File: src/rtl/bus_arb2.sv
// bus_arb2 -- two-master, one-slave bus arbiter.
//
// Two masters share one slave port. A master requests by raising mN_enable.
// The arbiter grants one of them (round-robin on a tie), then passes the
// owner's command straight through to the slave and the slave's response
// straight back. An 8-bit wait counter guards against a slave that never
// answers: once it reaches TIMEOUT, the owner is completed with bus_err.
// A second guard forces the arbiter back to IDLE if the slave never drops
// s_ready after the owner has released the bus.
//
// Ports
//   clk, rst_n                 clock (rising edge), synchronous active-low reset
//   mN_enable/wr_en/addr/      command from master N (N = 0, 1)
//     i_data/be
//   mN_ready/o_data/bus_err    response to master N (all zero unless N owns the bus)
//   s_enable/wr_en/addr/       command to the shared slave
//     i_data/be
//   s_ready/o_data/bus_err     response from the shared slave
//   grant                      one-hot current owner, 2'b00 = none
module bus_arb2 #(
  parameter int ADDR_WIDTH = 32,
  parameter int DATA_WIDTH = 32,
  parameter int TIMEOUT    = 255
) (
  input  logic                    clk,
  input  logic                    rst_n,
  input  logic                    m0_enable,
  input  logic                    m0_wr_en,
  input  logic [ADDR_WIDTH-1:0]   m0_addr,
  input  logic [DATA_WIDTH-1:0]   m0_i_data,
  input  logic [DATA_WIDTH/8-1:0] m0_be,
  output logic                    m0_ready,
  output logic [DATA_WIDTH-1:0]   m0_o_data,
  output logic                    m0_bus_err,
  input  logic                    m1_enable,
  input  logic                    m1_wr_en,
  input  logic [ADDR_WIDTH-1:0]   m1_addr,
  input  logic [DATA_WIDTH-1:0]   m1_i_data,
  input  logic [DATA_WIDTH/8-1:0] m1_be,
  output logic                    m1_ready,
  output logic [DATA_WIDTH-1:0]   m1_o_data,
  output logic                    m1_bus_err,
  output logic                    s_enable,
  output logic                    s_wr_en,
  output logic [ADDR_WIDTH-1:0]   s_addr,
  output logic [DATA_WIDTH-1:0]   s_i_data,
  output logic [DATA_WIDTH/8-1:0] s_be,
  input  logic                    s_ready,
  input  logic [DATA_WIDTH-1:0]   s_o_data,
  input  logic                    s_bus_err,
  output logic [1:0]              grant
);

  typedef enum logic [1:0] {IDLE, BUSY, RELEASE} state_t;

  localparam logic [7:0] TMO = 8'(TIMEOUT);

  state_t      state_q, state_d;
  logic        owner_q, owner_d;   // 0 = m0, 1 = m1
  logic        last_q, last_d;     // master granted most recently
  logic [1:0]  grant_q, grant_d;
  logic [7:0]  cnt_q, cnt_d;
  logic        tmo_q, tmo_d;

  logic        owner_en;
  logic        winner;
  logic        busy;

  assign owner_en = owner_q ? m1_enable : m0_enable;
  assign busy     = (state_q == BUSY);
  assign grant    = grant_q;

  always_comb begin
    state_d = state_q;
    owner_d = owner_q;
    last_d  = last_q;
    grant_d = grant_q;
    cnt_d   = cnt_q;
    tmo_d   = tmo_q;
    // On a tie the master that was not granted last wins; otherwise the
    // lone requester wins regardless of history.
    winner  = (m0_enable && m1_enable) ? ~last_q : m1_enable;

    case (state_q)
      IDLE: begin
        if (m0_enable || m1_enable) begin
          state_d = BUSY;
          owner_d = winner;
          grant_d = winner ? 2'b10 : 2'b01;
          cnt_d   = 8'd0;
          tmo_d   = 1'b0;
        end
      end
      BUSY: begin
        if (!owner_en) begin
          // Owner is done or has aborted; the slave command is already
          // withdrawn combinationally this cycle.
          state_d = RELEASE;
          cnt_d   = 8'd0;
          tmo_d   = 1'b0;
        end else if (!s_ready && !tmo_q) begin
          // Flag is set from the next count so the owner sees the forced
          // completion on the cycle the count equals TIMEOUT.
          cnt_d = cnt_q + 8'd1;
          if (cnt_d == TMO) begin
            tmo_d = 1'b1;
          end
        end
      end
      RELEASE: begin
        if (!s_ready) begin
          state_d = IDLE;
          grant_d = 2'b00;
          last_d  = owner_q;
        end else begin
          // Slave stuck with ready high: give up after TIMEOUT cycles.
          cnt_d = cnt_q + 8'd1;
          if (cnt_d == TMO) begin
            state_d = IDLE;
            grant_d = 2'b00;
            last_d  = owner_q;
          end
        end
      end
      default: begin
        state_d = IDLE;
        grant_d = 2'b00;
      end
    endcase
  end

  always_ff @(posedge clk) begin
    if (!rst_n) begin
      state_q <= IDLE;
      owner_q <= 1'b0;
      last_q  <= 1'b1;
      grant_q <= 2'b00;
      cnt_q   <= 8'd0;
      tmo_q   <= 1'b0;
    end else begin
      state_q <= state_d;
      owner_q <= owner_d;
      last_q  <= last_d;
      grant_q <= grant_d;
      cnt_q   <= cnt_d;
      tmo_q   <= tmo_d;
    end
  end

  // Slave side: owner's command while BUSY, otherwise a quiet bus with all
  // byte lanes enabled so the slave never reports a spurious lane error.
  assign s_enable = busy && owner_en;
  assign s_wr_en  = busy && (owner_q ? m1_wr_en : m0_wr_en);
  assign s_addr   = busy ? (owner_q ? m1_addr : m0_addr) : '0;
  assign s_i_data = busy ? (owner_q ? m1_i_data : m0_i_data) : '0;
  assign s_be     = busy ? (owner_q ? m1_be : m0_be) : '1;

  // Master side: only the owner, and only while BUSY, sees the slave.
  logic [1:0]            rdy_vec;
  logic [1:0]            err_vec;
  logic [DATA_WIDTH-1:0] rd_vec [2];

  for (genvar gi = 0; gi < 2; gi++) begin : g_master
    logic sel;
    assign sel         = busy && (owner_q == 1'(gi));
    assign rdy_vec[gi] = sel && (tmo_q || s_ready);
    assign err_vec[gi] = sel && (tmo_q || s_bus_err);
    assign rd_vec[gi]  = (sel && !tmo_q) ? s_o_data : '0;
  end

  assign m0_ready   = rdy_vec[0];
  assign m0_bus_err = err_vec[0];
  assign m0_o_data  = rd_vec[0];
  assign m1_ready   = rdy_vec[1];
  assign m1_bus_err = err_vec[1];
  assign m1_o_data  = rd_vec[1];

endmodule

File: config.mk
export PLATFORM = sky130hd
export DESIGN_NAME = bus_arb2
export DESIGN_NICKNAME = d
export VERILOG_FILES = /design/src/rtl/bus_arb2.sv
export SDC_FILE = /design/constraint.sdc
export NUM_CORES = 1
export LEC_CHECK = 0
export BUFFER_PORTS_ARGS = -buffer_cell sky130_fd_sc_hd__buf_4
export CAP_MARGIN = 10
export CORE_AREA = 2 2 121 123
export CTS_CLUSTER_DIAMETER = 80
export DETAILED_ROUTE_END_ITERATION = 10
export DIE_AREA = 0 0 123 125
export GPL_TIMING_DRIVEN = 1
export PLACE_DENSITY = 0.53
export SYNTH_ARGS = -nofsm -noshare
export SYNTH_HDL_FRONTEND = slang
export SYNTH_SLANG_ARGS = --single-unit
export TNS_END_PERCENT = 10
File: constraint.sdc
create_clock -name clk -period 5 [get_ports clk]
set_clock_uncertainty 0.1 [all_clocks]
set_input_delay 0.75 -clock clk [delete_from_list [all_inputs] [get_ports clk]]
set_output_delay 0.75 -clock clk [all_outputs]
set_load 0.1 [all_outputs]
Word level (Yosys, flattened, before mapping). Cells that the tools add are included.

Logic and storage cells: 77. Register bits: 15. Input port bits: 176. Output and inout bits: 140.

Eq/ne operators: 10. Reductions and logical operators: 26. Muxes and demuxes: 31. Add/subtract/negate cells: 1. Bitwise operators: 3.

Operator list (count): 2-to-1 mux 32 bit (6); 2-to-1 mux 8 bit (4); case mux 8 bit (3 select lines) (1); logical AND 1 bit (12); 2-to-1 mux 2 bit (6); case mux 2 bit (3 select lines) (2); 2-to-1 mux 1 bit (9); adder 8 x 1 -> 8 bit, second input constant (1); == test 8 bit, second input constant (1); 2-to-1 mux 4 bit (2); AND reduction 4 bit (2); != test 2 bit, second input constant (3); != test 3 x 2 -> 1 bit, second input constant (2); AND reduction 3 bit (2); AND reduction 2 bit (2); logical OR 1 bit (3); != test 3 bit, second input constant (1); inverter 1 bit (3); nonzero test 3 bit (1); == test 2 x 1 -> 1 bit, second input constant (1); == test 2 bit, second input constant (1); zero test 1 bit (2); zero test 2 bit (1); != test 2 x 1 -> 1 bit, second input constant (1); other kinds (2) (2).

Depth between registers and ports, before layout. Gate-level depths: netlist (run 1).

Depth in word-level cells: 6. Gate-level depth with buffers: 7.

Worst setup path after synthesis (run 1). No wires, ideal clock.

Kind: register to output. Start: reg owner_q. End: out s_addr[0]. Path buffers: 2. Slack: 1.604 ns. Cell stages (with the launch flop): 5. Arrival time: 2.546 ns. Cells stage by stage: dfxtp_1 > clkbuf_1 > buf_1 > mux2i_1 > nor2b_1.

Longest elaborated chain between the ends: 2.

RTL lines: start: declaration (RTL line 59) `logic owner_q, owner_d;`; start signal: assignment (RTL line 142) `owner_q <= owner_d;`; 2-to-1 mux 32 bit (2 in a row) (RTL line 154) `assign s_addr = busy ? (owner_q ? m1_addr : m0_addr) : '0;`; end: declaration (RTL line 45) `output logic [ADDR_WIDTH-1:0] s_addr,`.

No other way between the ends.

Worst setup path after layout (run 1).
Start: reg owner_q. End: out s_i_data[27].

Longest elaborated chain between the ends: 2.

RTL lines: 2-to-1 mux 32 bit (2 in a row) (RTL line 155) `assign s_i_data = busy ? (owner_q ? m1_i_data : m0_i_data) : '0;`; end: declaration (RTL line 46) `output logic [DATA_WIDTH-1:0] s_i_data,`.

No other way between the ends.

==> results of run 1 <==
cell families after synthesis:
kind of cell / Yosys count / share of synthesized area
buffers and inverters: 32 / 0.0494
AOI/OAI and AO/OA: 30 / 0.0821
muxes: 75 / 0.289
DFF: 15 / 0.115
adders and majority gates: 6 / 0.0288
and+or+nand+nor: 191 / 0.436
worst paths after layout:
| kind | start | end | slack, ns | cells after the start |
|---|---|---|---|---|
| worst max-delay path | owner_q | s_i_data[27] | 1.80 | 4 |
| worst min-delay path | grant[1] | grant[1] | 0.36 | 2 |
| worst max register to register | owner_q | cnt_q[7] | 2.33 | 5 |
| worst min register to register | grant[1] | grant[1] | 0.36 | 2 |
cells in the mapped netlist, drive strengths merged (2+ instances only):
library cell / count
nor3b: 4
nand2: 16
nor2: 16
mux2i: 74
inv: 6
a21oi: 7
or3: 3
clkbuf: 16
dfxtp: 15
nand3: 4
and2: 65
a31oi: 2
o2111a: 2
a311oi: 2
a21boi: 2
nand2b: 2
o21ai: 7
nor4: 4
and3b: 3
ha: 6
and3: 3
buf: 9
o21a: 2
nor2b: 66
cell type report:
type,count,area share
clock buffers,4,0.0151
inverters,7,0.00504
multi-input cells,302,0.418
flip-flops and latches,15,0.0583
well taps,184,0.0442
repair buffers,319,0.459
worst min-delay path, delay by kind of cell, from the launching register on:
| family | cells | cell delay, ns |
|---|---|---|
| flip-flops | 1 | 0.31 |
| multiplexers | 1 | 0.05 |
| AND/OR/NAND/NOR | 1 | 0.05 |
power breakdown:
group | internal (W) | total (W) | switching, W
logic | 0.000725 | 0.00323 | 0.00251
clock network | 0.000108 | 0.000161 | 0.0000525
registers | 0.000137 | 0.000190 | 0.0000526
total | 0.000970 | 0.00358 | 0.00261
sequential cells by signal, summed over array words and instances (netlist names):
name and cells:
cnt_q 8, state_q 2, grant 2, tmo_q 1, owner_q 1, last_q 1
per-layer routing:
layer,share of wire,global-route usage
met1,0.40,0.190
met2,0.52,0.290
met3,0.076,0.0233
met4,0.0082,0.0254
met5,0,0
stage by stage:
stage                     instance area [um^2]  setup slack [ns]  total power (W)
after global placement                    5130              2.08          0.00343
after CTS                                 5210              1.77          0.00360
after detailed placement                  5130              2.03          0.00344
final                                     5210              1.80          0.00358
after floorplan                           2610              1.60          0.00275
after global routing                      5210              1.63          0.00369
==> flow_metrics.env, run 1 <==
export IMPL_status="completed"
export IMPL_n_antenna_cell=0
export IMPL_wire_per_inst_um=16.0
export IMPL_clk_latency_ns=0.25
export IMPL_fp_row_count=44
export IMPL_die_height_um=125
export IMPL_synthTopCellsByArea="sky130_fd_sc_hd__mux2i_1 28%, sky130_fd_sc_hd__nor2b_1 16%, sky130_fd_sc_hd__and2_1 16%"
export IMPL_synth_warnings=0
export IMPL_synthesis_nets=531
export IMPL_cpPeakStageDelay_ns=0.99
export IMPL_layout_cells_most_common="sky130_fd_sc_hd__buf_4"
export IMPL_relSlewSlack=0.353
export IMPL_viasPerCell=4.29
export IMPL_synth_edff_count=0
export IMPL_finalNonFillerCells=831
export IMPL_final_nets=830
export IMPL_finalHoldViolCount=0
export IMPL_htreeDepth=1
export IMPL_track_usage=0.156
export IMPL_postCtsResizedCells=0
export IMPL_io_buffer_count=315
export IMPL_async_reset_ff_frac=0
export IMPL_yosysTopAreaCellShare=0.284
export IMPL_drtAntennaViolNets=0
export IMPL_layout_filler_cells=1516
export IMPL_cts_tree="done"
export IMPL_synth_top_flop_cell="sky130_fd_sc_hd__dfxtp_1"
export IMPL_crit_top_cell="sky130_fd_sc_hd__buf_4"
export IMPL_globalRoute_totalOverflow=0
export IMPL_worst_ep_arrival_time_ns=2.35
export IMPL_fp_dieArea_um2=15400
export IMPL_total_negative_setup_slacks_ns=0
export IMPL_leakage_power_nw=2.56
export IMPL_worst_ir_drop_vdd_v=0.000287
export IMPL_via_count=3563
export IMPL_post_route_min_period_ns=3.20
export IMPL_cts_buffers=3
export IMPL_postCtsHoldBufs=0
export IMPL_worst_path_max_delay_cell="sky130_fd_sc_hd__dfxtp_4"
export IMPL_hp_class="flip-flop to flip-flop"
export IMPL_post_place_cells=827
export IMPL_wire_length_of_the_first_global_routing_pass_um=19000
export IMPL_tightest_hold_margin_ns=0.361
export IMPL_area_growth_pct=100
export IMPL_timing_critical_path_from_type="flip-flop"
export IMPL_area_sequential_um2=304
export IMPL_highest_achievable_clock_rate_mhz=312
export IMPL_tightest_slew_ns=0.971
export IMPL_postSynthRegisterBits=15
export IMPL_post_route_cells_drive_above_1_share=0.512
export IMPL_grt_antenna_before_repair=0
export IMPL_synthesis_instances=349
export IMPL_cts_root_buf="sky130_fd_sc_hd__clkbuf_16"
export IMPL_grt_setup_unrepaired="false"
export IMPL_crit_required_ns=4.15
export IMPL_first_global_vias=3343
export IMPL_powerDensity_nw_per_um2=687
export IMPL_ios=316
export IMPL_cts_setup_buffers=0
export IMPL_yosysSeqAreaShare=0.115
export IMPL_synth_area_per_cell_um2=7.47
export IMPL_cts_buffer_depth=2
export IMPL_first_pass_iters=4
export IMPL_cp_max_fo=57
export IMPL_netlist_top_cell_by_area="sky130_fd_sc_hd__mux2i_1"
export IMPL_largest_net_degree_at_the_start_of_global_routing=76
export IMPL_chipWidth_um=123
export IMPL_cp_end_kind="primary output"
export IMPL_globalplace_congestion=0.823
export IMPL_path_cells="buf_4 > mux2i_1 > nor2b_1 > buf_4"
export IMPL_hpwlAfterDp_um=11100
export IMPL_design_core_area_um2=14200
export IMPL_final_core_utilization=0.367
export IMPL_initial_utilization=0.183
export IMPL_max_cap_viol_count=0
export IMPL_timing_worst_setup_path_type="flip-flop to primary output"
export IMPL_most_common_layout_cells="319 x sky130_fd_sc_hd__buf_4, 74 x sky130_fd_sc_hd__mux2i_1, 66 x sky130_fd_sc_hd__nor2b_1, 65 x sky130_fd_sc_hd__and2_1"
export IMPL_summed_instance_area_of_the_synthesized_netlist_um2=2610
export IMPL_finalCritPeriodShare=0.640
export IMPL_yosys_cell_types_count=40
export IMPL_clk_pin_slew_worst_paths_ns=0.05
export IMPL_timing_final_max_slew_violations=0
export IMPL_postRouteWirelength_um=13300
export IMPL_cts_num_sinks=15
export IMPL_cp_buffers_inverters=2
export IMPL_multi_input_comb_area_um2=2180
export IMPL_finalSetupViolCount=0
export IMPL_drt_initial_drc_count=144
export IMPL_drc=0
export IMPL_worst_path_dominant_cell_family="flip-flops"
No activity file was read; power rests on OpenSTA's default activity.
==> inputs of run 2 (changes only) <==
Settings changed: CORE_AREA 2 2 121 123 to 2 2 123 125, DIE_AREA 0 0 123 125 to 0 0 125 127.
Clock period 5 ns to 2.55 ns, I/O delays scaled along.
==> flow_metrics.env, run 2 (synthesis results as in run 1) <==
export IMPL_chipWidth_um=125
export IMPL_drc=0
export IMPL_max_cap_viol_count=0
export IMPL_globalRoute_totalOverflow=0
export IMPL_detailed_place_area_um2=5200
export IMPL_finalHoldViolCount=0
export IMPL_drtAntennaViolNets=0
export IMPL_postCtsResizedCells=0
export IMPL_cp_max_fo=43
export IMPL_wire_per_inst_um=16.9
export IMPL_postCtsHoldBufs=0
export IMPL_htreeDepth=1
export IMPL_die_height_um=127
export IMPL_total_negative_setup_slacks_ns=0
export IMPL_final_nets=834
export IMPL_initial_utilization=0.181
export IMPL_area_growth_pct=105
export IMPL_viasPerCell=4.29
export IMPL_finalCritPeriodShare=0.958
export IMPL_globalplace_congestion=0.886
export IMPL_tightest_slew_ns=0.513
export IMPL_highest_achievable_clock_rate_mhz=409
export IMPL_clk_latency_ns=0.25
export IMPL_post_place_cells=831
export IMPL_cts_num_sinks=15
export IMPL_fp_row_count=44
export IMPL_status="completed"
export IMPL_finalNonFillerCells=835
export IMPL_final_core_utilization=0.370
export IMPL_first_global_vias=3602
export IMPL_postRouteWirelength_um=14100
export IMPL_finalSetupViolCount=0
export IMPL_worst_ep_arrival_time_ns=1.96
export IMPL_worst_ir_drop_vdd_v=0.000705
export IMPL_leakage_power_nw=2.60
export IMPL_powerDensity_nw_per_um2=1340
export IMPL_wire_length_of_the_first_global_routing_pass_um=20900
export IMPL_timing_worst_setup_path_type="flip-flop to primary output"
export IMPL_drt_initial_drc_count=187
export IMPL_clk_pin_slew_worst_paths_ns=0.05
export IMPL_first_pass_iters=4
export IMPL_timing_final_max_slew_violations=0
export IMPL_design_core_area_um2=14400
export IMPL_via_count=3586
export IMPL_hpwlAfterDp_um=12100
export IMPL_cts_root_buf="sky130_fd_sc_hd__clkbuf_16"
export IMPL_final_area_um2=5340
export IMPL_cp_end_kind="primary output"
export IMPL_largest_register_ffs=8
export IMPL_registers_top_by_ff_count="cnt_q"
export IMPL_cts_buffers=3
export IMPL_crit_required_ns=2.07
export IMPL_fin_total_pwr_w=0.00715
export IMPL_layout_cells_most_common="sky130_fd_sc_hd__buf_4"
export IMPL_io_buffer_count=315
export IMPL_relSlewSlack=0.657
export IMPL_fp_dieArea_um2=15900
export IMPL_track_usage=0.164
export IMPL_cts_buffer_depth=2
export IMPL_largest_net_degree_at_the_start_of_global_routing=48
export IMPL_cts_setup_buffers=0
export IMPL_n_antenna_cell=0
export IMPL_grt_antenna_before_repair=1
export IMPL_timing_critical_path_from_type="flip-flop"
export IMPL_cts_tree="done"
export IMPL_post_route_min_period_ns=2.44
export IMPL_ios=316
export IMPL_hp_class="primary input to flip-flop"
export IMPL_most_common_layout_cells="306 x sky130_fd_sc_hd__buf_4, 74 x sky130_fd_sc_hd__mux2i_1, 65 x sky130_fd_sc_hd__and2_1, 57 x sky130_fd_sc_hd__nor2b_1"
export IMPL_post_route_cells_drive_above_1_share=0.528
-- run 2: cell type report --
| type | instances | area, um^2 |
|---|---|---|
| Sequential cell | 15 | 304 |
| Inverter | 7 | 26.3 |
| Multi-Input combinational cell | 302 | 2200 |
| Fill cell | 1502 | 9080 |
| Clock buffer | 4 | 78.8 |
| Timing Repair Buffer | 323 | 2500 |
| Tap cell | 184 | 230 |
-- run 2: through the flow --
stage          hold slack [ns]  setup WS (ns)
6_report                 0.352          0.107
5_1_grt                  0.361        -0.0137
3_5_place_dp             0.367          0.285
4_1_cts                  0.355         0.0934
3_3_place_gp             0.368          0.339
2_1_floorplan            0.353         -0.479
-- run 2: final timing paths --
kind | cells after the start | to | from | slack [ns]
worst min-delay path | 2 | cnt_q[6] | rst_n | 0.35
worst min register to register | 2 | grant[1] | grant[1] | 0.38
worst max register to register | 7 | cnt_q[7] | state_q[0] | 0.23
worst max-delay path | 5 | s_addr[28] | state_q[1] | 0.11
-- run 2: report_power, final --
group	internal, W	switching, W	leakage, nW
Combinational	0.00152	0.00501	2.44
Clock	0.000212	0.000102	0.0382
Sequential	0.000269	0.0000357	0.122
Total	0.00200	0.00515	2.60
-- run 2: critical path, cell delays in order, from the launching register on --
cell	delay, ns
sky130_fd_sc_hd__dfxtp_1	0.33
sky130_fd_sc_hd__inv_1	0.10
sky130_fd_sc_hd__ha_2	0.29
sky130_fd_sc_hd__buf_4	0.35
sky130_fd_sc_hd__nor2b_1	0.29
sky130_fd_sc_hd__buf_4	0.34
-- run 2: per-layer routing --
layer	vias up	share of wire	global-route usage	wire length (um)
met3	16	0.083	0.0377	1170
li1	1782	-	-	-
met2	201	0.48	0.284	6750
met5	-	0.00092	0	13
met4	2	0.016	0.0327	227
met1	1585	0.42	0.209	5910
